<file path="src/rtl/frame_encoder_p_if.sv">
// Handshake bundle between the CDC FIFO side and the frame encoder; master drives the
// 16-bit word stream in, slave (the encoder) drives the 32-bit framed stream out.
interface frame_encoder_p_if #(
  parameter int CNT_W = 16
) ();
  logic             davi;
  logic             fsti;
  logic             lsti;
  logic [15:0]      dati;
  logic             davo;
  logic             fsto;
  logic             lsto;
  logic [31:0]      dato;
  logic             blko;
  logic             hdrerr;
  logic [CNT_W-1:0] frmcnt;

  modport master (
    output davi, fsti, lsti, dati,
    input  davo, fsto, lsto, dato, blko, hdrerr, frmcnt
  );

  modport slave (
    input  davi, fsti, lsti, dati,
    output davo, fsto, lsto, dato, blko, hdrerr, frmcnt
  );
endinterface

</file>
<file path="src/rtl/frame_encoder_p.sv">
// Frame formatter: header words pass zero-padded (latency 1), data is geared 16->24 and SEC-DED coded (latency 2).
// No backpressure: accepts a word every cycle; outputs are registered and never collide within a valid frame.
module frame_encoder_p #(
  parameter int HDR_WORDS = 12,
  parameter bit HAM_EN    = 1'b1,
  parameter int CNT_W     = 16
) (
  input  logic             clk128,
  input  logic             init,
  frame_encoder_p_if.slave io
);

  localparam int HC_W = $clog2(HDR_WORDS + 1);

  localparam logic [1:0] S_IDLE = 2'd0;
  localparam logic [1:0] S_HDR  = 2'd1;
  localparam logic [1:0] S_DATA = 2'd2;

  localparam logic [HC_W-1:0] HC_LAST   = HC_W'(HDR_WORDS - 1);
  localparam logic [HC_W-1:0] HC_ONE    = HC_W'(1);
  localparam logic [1:0]      S_AFTER_0 = (HDR_WORDS == 1) ? S_DATA : S_HDR;

  // Parity over the 29-bit Hamming codeword; data bit j sits at the j-th
  // non-power-of-two position, so each data bit folds into the parity bits
  // selected by its position index.
  function automatic logic [5:0] ham_par(input logic [23:0] d);
    logic [4:0] p;
    logic [4:0] pos;
    logic [4:0] j;
    p = '0;
    j = '0;
    for (int n = 3; n < 30; n++) begin
      pos = 5'(n);
      if ((pos & (pos - 5'd1)) != 5'd0) begin
        p = p ^ ({5{d[j]}} & pos);
        j = j + 5'd1;
      end
    end
    return {(^d) ^ (^p), p};
  endfunction

  // Control state
  logic [1:0]      state_q,    state_d;
  logic [HC_W-1:0] hcnt_q,     hcnt_d;
  logic [1:0]      phase_q,    phase_d;
  logic [15:0]     gbuf_q,     gbuf_d;

  // Group stage between gearbox and encoder
  logic            s1_vld_q,   s1_vld_d;
  logic            s1_lst_q,   s1_lst_d;
  logic [23:0]     s1_dat_q,   s1_dat_d;
  logic            pend_vld_q, pend_vld_d;
  logic [7:0]      pend_dat_q, pend_dat_d;

  // Output registers
  logic             davo_q,    davo_d;
  logic             fsto_q,    fsto_d;
  logic             lsto_q,    lsto_d;
  logic [31:0]      dato_q,    dato_d;
  logic             blko_q,    blko_d;
  logic             hdrerr_q,  hdrerr_d;
  logic [CNT_W-1:0] frmcnt_q,  frmcnt_d;

  logic            hdr_vld;
  logic            hdr_fst;
  logic            hdr_lst;
  logic [5:0]      par;

  always_comb begin
    state_d    = state_q;
    hcnt_d     = hcnt_q;
    phase_d    = phase_q;
    gbuf_d     = gbuf_q;
    s1_vld_d   = 1'b0;
    s1_lst_d   = 1'b0;
    s1_dat_d   = s1_dat_q;
    pend_vld_d = 1'b0;
    pend_dat_d = pend_dat_q;
    hdrerr_d   = 1'b0;
    hdr_vld    = 1'b0;
    hdr_fst    = 1'b0;
    hdr_lst    = 1'b0;

    // Second half of a phase-1 flush: the leftover byte goes out one cycle late.
    if (pend_vld_q) begin
      s1_vld_d = 1'b1;
      s1_lst_d = 1'b1;
      s1_dat_d = {pend_dat_q, 16'h0000};
    end

    if (io.davi && io.fsti) begin
      // A first-word always opens a new frame; any partial frame is abandoned.
      hdrerr_d   = (state_q != S_IDLE);
      hdr_vld    = 1'b1;
      hdr_fst    = 1'b1;
      hdr_lst    = io.lsti;
      hcnt_d     = HC_ONE;
      phase_d    = 2'd0;
      gbuf_d     = '0;
      s1_vld_d   = 1'b0;
      state_d    = io.lsti ? S_IDLE : S_AFTER_0;
    end else if (io.davi) begin
      case (state_q)
        S_IDLE: begin
          hdrerr_d = 1'b1;
        end
        S_HDR: begin
          hdr_vld = 1'b1;
          hdr_lst = io.lsti;
          hcnt_d  = hcnt_q + HC_ONE;
          if (io.lsti) begin
            state_d = S_IDLE;
          end else if (hcnt_q == HC_LAST) begin
            state_d = S_DATA;
          end
        end
        S_DATA: begin
          case (phase_q)
            2'd0: begin
              gbuf_d  = io.dati;
              phase_d = 2'd1;
              if (io.lsti) begin
                s1_vld_d = 1'b1;
                s1_lst_d = 1'b1;
                s1_dat_d = {io.dati, 8'h00};
                phase_d  = 2'd0;
                state_d  = S_IDLE;
              end
            end
            2'd1: begin
              s1_vld_d = 1'b1;
              s1_dat_d = {gbuf_q, io.dati[15:8]};
              gbuf_d   = {8'h00, io.dati[7:0]};
              phase_d  = 2'd2;
              if (io.lsti) begin
                pend_vld_d = 1'b1;
                pend_dat_d = io.dati[7:0];
                phase_d    = 2'd0;
                state_d    = S_IDLE;
              end
            end
            default: begin
              s1_vld_d = 1'b1;
              s1_lst_d = io.lsti;
              s1_dat_d = {gbuf_q[7:0], io.dati};
              phase_d  = 2'd0;
              if (io.lsti) begin
                state_d = S_IDLE;
              end
            end
          endcase
        end
        default: begin
          state_d = S_IDLE;
        end
      endcase
    end
  end

  always_comb begin
    par    = HAM_EN ? ham_par(s1_dat_q) : 6'd0;
    davo_d = 1'b0;
    fsto_d = 1'b0;
    lsto_d = 1'b0;
    dato_d = '0;
    // Header words take the output slot; a group still in flight at an abort is dropped.
    if (hdr_vld) begin
      davo_d = 1'b1;
      fsto_d = hdr_fst;
      lsto_d = hdr_lst;
      dato_d = {16'h0000, io.dati};
    end else if (s1_vld_q) begin
      davo_d = 1'b1;
      lsto_d = s1_lst_q;
      dato_d = {2'b00, par, s1_dat_q};
    end
    blko_d   = fsto_d | (blko_q & ~lsto_q);
    frmcnt_d = frmcnt_q + CNT_W'(lsto_d);
  end

  always_ff @(posedge clk128) begin
    if (init) begin
      state_q    <= S_IDLE;
      hcnt_q     <= '0;
      phase_q    <= 2'd0;
      gbuf_q     <= '0;
      s1_vld_q   <= 1'b0;
      s1_lst_q   <= 1'b0;
      s1_dat_q   <= '0;
      pend_vld_q <= 1'b0;
      pend_dat_q <= '0;
      davo_q     <= 1'b0;
      fsto_q     <= 1'b0;
      lsto_q     <= 1'b0;
      dato_q     <= '0;
      blko_q     <= 1'b0;
      hdrerr_q   <= 1'b0;
      frmcnt_q   <= '0;
    end else begin
      state_q    <= state_d;
      hcnt_q     <= hcnt_d;
      phase_q    <= phase_d;
      gbuf_q     <= gbuf_d;
      s1_vld_q   <= s1_vld_d;
      s1_lst_q   <= s1_lst_d;
      s1_dat_q   <= s1_dat_d;
      pend_vld_q <= pend_vld_d;
      pend_dat_q <= pend_dat_d;
      davo_q     <= davo_d;
      fsto_q     <= fsto_d;
      lsto_q     <= lsto_d;
      dato_q     <= dato_d;
      blko_q     <= blko_d;
      hdrerr_q   <= hdrerr_d;
      frmcnt_q   <= frmcnt_d;
    end
  end

  assign io.davo   = davo_q;
  assign io.fsto   = fsto_q;
  assign io.lsto   = lsto_q;
  assign io.dato   = dato_q;
  assign io.blko   = blko_q;
  assign io.hdrerr = hdrerr_q;
  assign io.frmcnt = frmcnt_q;

endmodule

</file>
<file path="src/flat_wrapper.sv">
// flat-port wrapper written by rule: the top's interface ports become plain ports
module frame_encoder_p_flat 
#(
  parameter int HDR_WORDS = 12,
  parameter bit HAM_EN    = 1'b1,
  parameter int CNT_W     = 16
)
  (clk128, init, io_davi, io_fsti, io_lsti, io_dati, io_davo, io_fsto, io_lsto, io_dato, io_blko, io_hdrerr, io_frmcnt);
  frame_encoder_p_if #(.CNT_W(CNT_W)) io_i ();
  input  logic clk128;
  input  logic init;
  input wire logic [$bits(io_i.davi)-1:0] io_davi;
  input wire logic [$bits(io_i.fsti)-1:0] io_fsti;
  input wire logic [$bits(io_i.lsti)-1:0] io_lsti;
  input wire logic [$bits(io_i.dati)-1:0] io_dati;
  output wire logic [$bits(io_i.davo)-1:0] io_davo;
  output wire logic [$bits(io_i.fsto)-1:0] io_fsto;
  output wire logic [$bits(io_i.lsto)-1:0] io_lsto;
  output wire logic [$bits(io_i.dato)-1:0] io_dato;
  output wire logic [$bits(io_i.blko)-1:0] io_blko;
  output wire logic [$bits(io_i.hdrerr)-1:0] io_hdrerr;
  output wire logic [$bits(io_i.frmcnt)-1:0] io_frmcnt;
  assign io_i.davi = io_davi;
  assign io_i.fsti = io_fsti;
  assign io_i.lsti = io_lsti;
  assign io_i.dati = io_dati;
  assign io_davo = io_i.davo;
  assign io_fsto = io_i.fsto;
  assign io_lsto = io_i.lsto;
  assign io_dato = io_i.dato;
  assign io_blko = io_i.blko;
  assign io_hdrerr = io_i.hdrerr;
  assign io_frmcnt = io_i.frmcnt;
  frame_encoder_p #(.HDR_WORDS(HDR_WORDS), .HAM_EN(HAM_EN), .CNT_W(CNT_W)) u_core (.clk128(clk128), .init(init), .io(io_i));
endmodule
</file>
<file path="config.mk">
export PLATFORM = sky130hd
export DESIGN_NAME = frame_encoder_p_flat
export DESIGN_NICKNAME = d
export VERILOG_FILES = /design/src/rtl/frame_encoder_p_if.sv /design/src/rtl/frame_encoder_p.sv /design/src/flat_wrapper.sv
export SDC_FILE = /design/constraint.sdc
export NUM_CORES = 1
export LEC_CHECK = 0
export ABC_AREA = 1
export CAP_MARGIN = 20
export CORE_MARGIN = 1
export CORE_UTILIZATION = 35
export DETAILED_ROUTE_END_ITERATION = 8
export DONT_BUFFER_PORTS = 1
export PLACE_DENSITY = 0.47
export SLEW_MARGIN = 10
export SYNTH_ARGS = -nofsm -noshare
export SYNTH_HDL_FRONTEND = slang
export SYNTH_SLANG_ARGS = --single-unit
</file>
<file path="constraint.sdc">
create_clock -name clk128 -period 5.33 [get_ports clk128]
set_input_delay 0.533 -clock clk128 [delete_from_list [all_inputs] [get_ports clk128]]
set_output_delay 0.533 -clock clk128 [all_outputs]
set_load 0.1 [all_outputs]
</file>
==> results of run 1 <==
per-stage QoR:
step	cell area [um2]	setup slack, ps	instances	power [mW]	hold WS, ps
after floorplan	5670	2310	818	1.06	441
after global placement	5840	2230	1011	1.09	453
after detailed placement	5840	2090	1011	1.09	457
after CTS	6120	2130	1027	1.76	220
after global routing	6120	1730	1027	1.82	221
final	6120	2160	1027	1.74	235
worst max-delay path by stage:
stage	start	endpoint	slack [ps]	cells past startpoint
after floorplan	io_davi	u_core.io.frmcnt[14]	2310	18
after global placement	io_davi	u_core.io.frmcnt[14]	2230	18
after detailed placement	io_davi	u_core.io.frmcnt[14]	2090	18
after CTS	u_core.state_q[0]	u_core.io.frmcnt[14]	2130	21
after global routing	u_core.state_q[0]	u_core.io.frmcnt[14]	1730	21
final	u_core.state_q[0]	u_core.io.frmcnt[14]	2160	21
kinds of logic (layout without fill, tap and decap cells):
logic type / count (synthesis) / after routing
other: 1 / 2
AND/OR/NAND/NOR: 393 / 393
XOR/XNOR: 17 / 17
flip-flops: 110 / 110
buffers and inverters: 135 / 128
AO/OA/AOI/OAI: 158 / 158
adder cells (fa/ha/maj): 3 / 3
area by class of cell:
cell class,count,area share (%)
clock buffer,10,3.74
clock inverter,6,0.858
inverter,109,6.76
timing repair buffer,3,0.368
multi-input combinational,573,47.9
tap,216,4.41
sequential,110,36.0
metal layers:
layer	wire [um]	track usage (%)
met5	0	0
met4	380	8.30
met3	983	3.76
met2	7880	35.0
met1	7480	27.6
registers in the layout, indices dropped and copies added, names as in the netlist, 2 cells and up:
signal / flops
u_core.s1_dat_q: 24
u_core.state_q: 2
u_core.gbuf_q: 16
u_core.pend_dat_q: 8
u_core.io.dato: 30
u_core.hcnt_q: 4
u_core.phase_q: 2
u_core.io.frmcnt: 16
power groups by stage:
| stage | combinational, mW | clock [mW] | sequential, mW |
|---|---|---|---|
| floorplan | 0.148 | 0 | 0.908 |
| global placement | 0.178 | 0 | 0.912 |
| detailed placement | 0.182 | 0 | 0.912 |
| CTS | 0.183 | 0.684 | 0.893 |
| global route | 0.207 | 0.717 | 0.895 |
| finish | 0.183 | 0.662 | 0.893 |
layout by cell type, fill, tap and decap left out, types with 5 or more instances in the layout:
| master | Yosys | layout |
|---|---|---|
| clkbuf_16 | 0 | 9 |
| nand2_2 | 23 | 23 |
| nor2_1 | 73 | 73 |
| nand3_1 | 45 | 45 |
| o211ai_1 | 5 | 5 |
| xnor2_1 | 6 | 6 |
| o32ai_1 | 6 | 6 |
| o221ai_1 | 5 | 5 |
| nand2_4 | 7 | 7 |
| nor2_2 | 7 | 7 |
| o21ai_0 | 45 | 45 |
| inv_1 | 87 | 87 |
| a211oi_1 | 18 | 18 |
| inv_2 | 19 | 19 |
| xor2_1 | 7 | 7 |
| dfxtp_1 | 110 | 110 |
| a21oi_1 | 58 | 58 |
| nand2_1 | 220 | 220 |
worst max-delay path, stage by stage (launching register included):
cell and delay, ps:
dfxtp_1 390, inv_1 80, nor2_1 80, inv_1 60
nor2_1 220, nor2_2 50, buf_4 240, inv_1 140
nand2_1 80, nand2_1 70, ha_1 160, ha_1 170
nand2_1 80, nor2_1 130, inv_1 80, nor3_2 130
nand3_1 160, nor3_2 250, nand2_1 130, nor3_2 170
xnor2_1 130, nor2_1 60
==> impl_metrics.env, run 1 <==
export IMPL_synth_xor_area_share_pct=3.36
export IMPL_vias=5202
export IMPL_cts_buffers=9
export IMPL_row_count=46
export IMPL_die_h_um=129
export IMPL_final_core_util_pct=38.7
export IMPL_clockPowerShare_pct=38.1
export IMPL_synth_area_mm2=0.00566
export IMPL_post_cts_setup_buffer_count=0
export IMPL_synth_simple_area_share_pct=30.9
export IMPL_cellPowerDensity_mw_per_mm2=284
export IMPL_switching_share_pct=29.9
export IMPL_ys_types=47
export IMPL_ys_warn_count=0
export IMPL_max_freq_mhz=316
export IMPL_syn_avg_cell_area_um2=6.93
export IMPL_regArea_mm2=0.00220
export IMPL_cts_buffer_depth=2
export IMPL_clkSlewWorstSetupHoldPaths_ps=80
export IMPL_netlist_area_leader_share_pct=38.9
export IMPL_vdd_ir_drop_max_v=0.000156
export IMPL_ant_nets=0
export IMPL_yosys_area_top_type="dfxtp_1"
export IMPL_pin_count=74
export IMPL_finalSetupViolCount=0
export IMPL_synth_cells_most_frequent="nand2_1, dfxtp_1, inv_1, nor2_1, a21oi_1"
export IMPL_clk_latency_ps=360
export IMPL_internal_power_mw=1.22
export IMPL_required_ps=5580
export IMPL_finalCritPeriodShare_pct=59.4
export IMPL_antenna_found_initial=0
export IMPL_seqPwrFrac_pct=51.4
export IMPL_initial_core_util_pct=35.8
export IMPL_n_fill_cell=1671
export IMPL_synthArstFlopShare_pct=0
export IMPL_cp_end_kind="register"
export IMPL_die_width_um=129
export IMPL_cts_sinks=110
export IMPL_synth_top_family_by_area="simple AND/OR/NAND/NOR gates"
export IMPL_wl_mm=16.7
export IMPL_rr_worst_depth=21
export IMPL_timing_rr_start="u_core.state_q[0]"
export IMPL_synth_compound_area_share_pct=16.7
export IMPL_dp_hpwl_mm=12.7
export IMPL_drive_gt1_share_pct=11.1
export IMPL_synth_mux_area_share_pct=0
export IMPL_fin_crit_ps=3170
export IMPL_ys_ff_latch=110
export IMPL_start_kind="register"
export IMPL_die_area_mm2=0.0167
export IMPL_drt_pass1_iter_count=5
export IMPL_ctsResizeCount=0
export IMPL_synth_area_leaders="dfxtp_1, nand2_1, inv_1"
export IMPL_port_buffers=0
export IMPL_min_path_type="in2reg"
export IMPL_fin_tns_setup_ps=0
export IMPL_rsz0062_at_grt="false"
export IMPL_fin_worst_skew_ps=10.3
export IMPL_leakagePower_nw=2.50
export IMPL_synth_edf_count=0
export IMPL_critPathArrivalTime_ps=3420
export IMPL_core_mm2=0.0158
export IMPL_synth_most_common_cell="nand2_1"
export IMPL_tightest_slew_ps=1070
export IMPL_yosysSeqAreaShare_pct=38.9
export IMPL_wl_per_cell_um=16.3
export IMPL_outcome="finished clean"
export IMPL_hold_end="u_core.state_q[0]"
export IMPL_cts_root_buf="clkbuf_16"
export IMPL_cap_violations=0
export IMPL_drt_initial_drc_count=277
export IMPL_synth_fa_ha_area_share_pct=0.663
export IMPL_slew_viol_final=0
export IMPL_hold_buffers=0
export IMPL_worst_slew_margin_rel_pct=28.7
export IMPL_synth_main_ff_cell="dfxtp_1"
export IMPL_rr_endpoint="u_core.io.frmcnt[14]"
export IMPL_nets=830
export IMPL_place_gp_congestion=0.896
export IMPL_first_global_vias=4970
export IMPL_drc=0
export IMPL_min_path_cells=1
export IMPL_cts_tree="yes"
export IMPL_grt_overflow=0
export IMPL_vias_per_cell=5.07
export IMPL_grt_max_degree=36
export IMPL_power_switching_mw=0.520
export IMPL_rrSetupSlack_ps=2160
export IMPL_syn2layout_area_growth_pct=8.13
export IMPL_multiInputGateArea_mm2=0.00293
export IMPL_antenna_cells=0
export IMPL_path_max_fanout=35
export IMPL_grt_total_usage_pct=21.2
export IMPL_h_tree_depth=3
export IMPL_min_from="init"
export IMPL_path_class="reg2reg"
export IMPL_comb_power_share_pct=10.5
export IMPL_grt_pass1_wl_mm=26.8
export IMPL_hold_viol_final=0
export IMPL_synth_cells=817
(Power assumes the default switching activity.)
==> run 2: changes to the inputs <==
==> constraint.sdc (replaced) <==
create_clock -name clk128 -period 3.1 [get_ports clk128]
set_input_delay 0.31 -clock clk128 [delete_from_list [all_inputs] [get_ports clk128]]
set_output_delay 0.31 -clock clk128 [all_outputs]
set_load 0.1 [all_outputs]
==> impl_metrics.env, run 2 (synthesis gave the netlist of run 1 again) <==
export IMPL_outcome="finished clean"
export IMPL_drt_initial_drc_count=250
export IMPL_cts_root_buf="clkbuf_16"
export IMPL_dp_hpwl_mm=12.7
export IMPL_ant_nets=0
export IMPL_slew_viol_final=0
export IMPL_place_gp_congestion=0.850
export IMPL_slowest_delay_ps=390
export IMPL_cts_tree="yes"
export IMPL_cellPowerDensity_mw_per_mm2=472
export IMPL_final_cell_mix="nand2_1, dfxtp_1, inv_1, nor2_1, a21oi_1"
export IMPL_fin_tns_setup_ps=0
export IMPL_critPathCapture="u_core.io.frmcnt[14]"
export IMPL_top_layer="met4"
export IMPL_fin_ws_ps=327
export IMPL_nets=847
export IMPL_rr_endpoint="u_core.io.frmcnt[14]"
export IMPL_antenna_cells=0
export IMPL_wl_met1_mm=7.45
export IMPL_cts_sinks=110
export IMPL_wl_mm=16.5
export IMPL_cp_end_kind="register"
export IMPL_rrSetupSlack_ps=330
export IMPL_finalCritPeriodShare_pct=89.5
export IMPL_final_common_cell="nand2_1"
export IMPL_drive_gt1_share_pct=13.0
export IMPL_syn2layout_area_growth_pct=10.5
export IMPL_rsz0062_at_grt="false"
export IMPL_row_count=46
export IMPL_hold_viol_final=0
export IMPL_final_core_util_pct=39.5
export IMPL_min_path_type="in2reg"
export IMPL_largest_reg_flops=30
export IMPL_worst_slew_margin_rel_pct=29.9
export IMPL_port_buffers=0
export IMPL_min_path_cells=1
export IMPL_leakagePower_nw=2.61
export IMPL_drc=0
export IMPL_path_max_fanout=4
export IMPL_cap_violations=0
export IMPL_multiInputGateArea_mm2=0.00295
export IMPL_vdd_ir_drop_max_v=0.000283
export IMPL_die_width_um=129
export IMPL_crit_start="u_core.state_q[0]"
export IMPL_hold_slack_ps=9.02
export IMPL_grt_max_degree=33
export IMPL_cp_slowest_cell="dfxtp_1"
export IMPL_n_fill_cell=1679
export IMPL_place_area_mm2=0.00596
export IMPL_critPathArrivalTime_ps=3030
export IMPL_clk_latency_ps=360
export IMPL_vias_per_cell=4.99
export IMPL_dp_slack_ps=255
export IMPL_max_freq_mhz=361
export IMPL_finalSetupViolCount=0
export IMPL_timing_rr_start="u_core.state_q[0]"
export IMPL_grt_total_usage_pct=20.9
export IMPL_cts_buffers=9
export IMPL_grt_overflow=0
export IMPL_h_tree_depth=3
export IMPL_crit_chain="inv_1 > nor2_1 > inv_1 > nor2_4 > nor2_2 > inv_1 > nand2_1 > nand2_1 > ha_1 > ha_1 > nand2_1 > nor2_1 > inv_1 > nor3_2 > nand3_2 > nor3_4 > nand2_1 > nor3_2 > xnor2_1 > nor2_1"
export IMPL_drt_pass1_iter_count=5
export IMPL_fin_worst_skew_ps=7.22
export IMPL_die_h_um=129
export IMPL_first_global_vias=4909
export IMPL_hold_buffers=0
export IMPL_rr_worst_depth=20
export IMPL_initial_core_util_pct=35.8
export IMPL_required_ps=3360
export IMPL_design_area_mm2=0.00625
export IMPL_start_kind="register"
export IMPL_path_class="reg2reg"
export IMPL_met3WireLength_um=895
export IMPL_vias=5211
export IMPL_wl_per_cell_um=15.8
export IMPL_core_mm2=0.0158
export IMPL_wl_met2_mm=7.57
export IMPL_pin_count=74
export IMPL_cts_buffer_depth=2
export IMPL_regArea_mm2=0.00220
export IMPL_fin_crit_ps=2770
export IMPL_grt_pass1_wl_mm=26.2
export IMPL_die_area_mm2=0.0167
export IMPL_tightest_slew_ps=1050
export IMPL_clkSlewWorstSetupHoldPaths_ps=80
export IMPL_antenna_found_initial=0
## run 2: through the flow
step | std cells | power (mW)
after floorplan | 818 | 1.82
after global placement | 1027 | 1.88
after detailed placement | 1027 | 1.88
after CTS | 1043 | 2.98
after global routing | 1044 | 3.09
final | 1044 | 2.95
## run 2: area by class of cell
| class | count | area share (%) |
|---|---|---|
| inverter | 109 | 6.62 |
| clock buffer | 11 | 3.72 |
| sequential | 110 | 35.2 |
| tap | 216 | 4.32 |
| timing repair buffer | 20 | 2.40 |
| clock inverter | 5 | 0.560 |
| multi-input combinational | 573 | 47.2 |
## run 2: layer usage
metal / global-route usage (%) / up-vias
met4: 10.7 / 0
met3: 3.88 / 37
met2: 33.4 / 161
met1: 26.8 / 2361
li1: - / 2652
met5: 0 / -
## run 2: worst min-delay path by stage
stage | endpoint | start
2_1_floorplan | u_core.io.fsto | init
3_3_place_gp | u_core.hcnt_q[0] | init
3_5_place_dp | u_core.s1_dat_q[23] | init
4_1_cts | u_core.s1_dat_q[23] | init
5_1_grt | u_core.io.frmcnt[1] | init
6_report | u_core.state_q[0] | init
## run 2: critical path, delay by kind of cell, from the launching register on
family	cells	cell delay [ps]
and+or+nand+nor	13	1440
DFF	1	390
buffers and inverters	4	340
xor gates and xnor gates	1	140
adders and majority gates	2	340
## run 2: report_power, final
group | switching, mW | internal (mW)
combinational | 0.223 | 0.100
sequential | 0.0899 | 1.44
clock | 0.552 | 0.549
## run 2: timing repair
action                                  CTS  global route
endpoints found under the setup margin    0             3
setup buffers                             0             1
resized for setup                         0             4
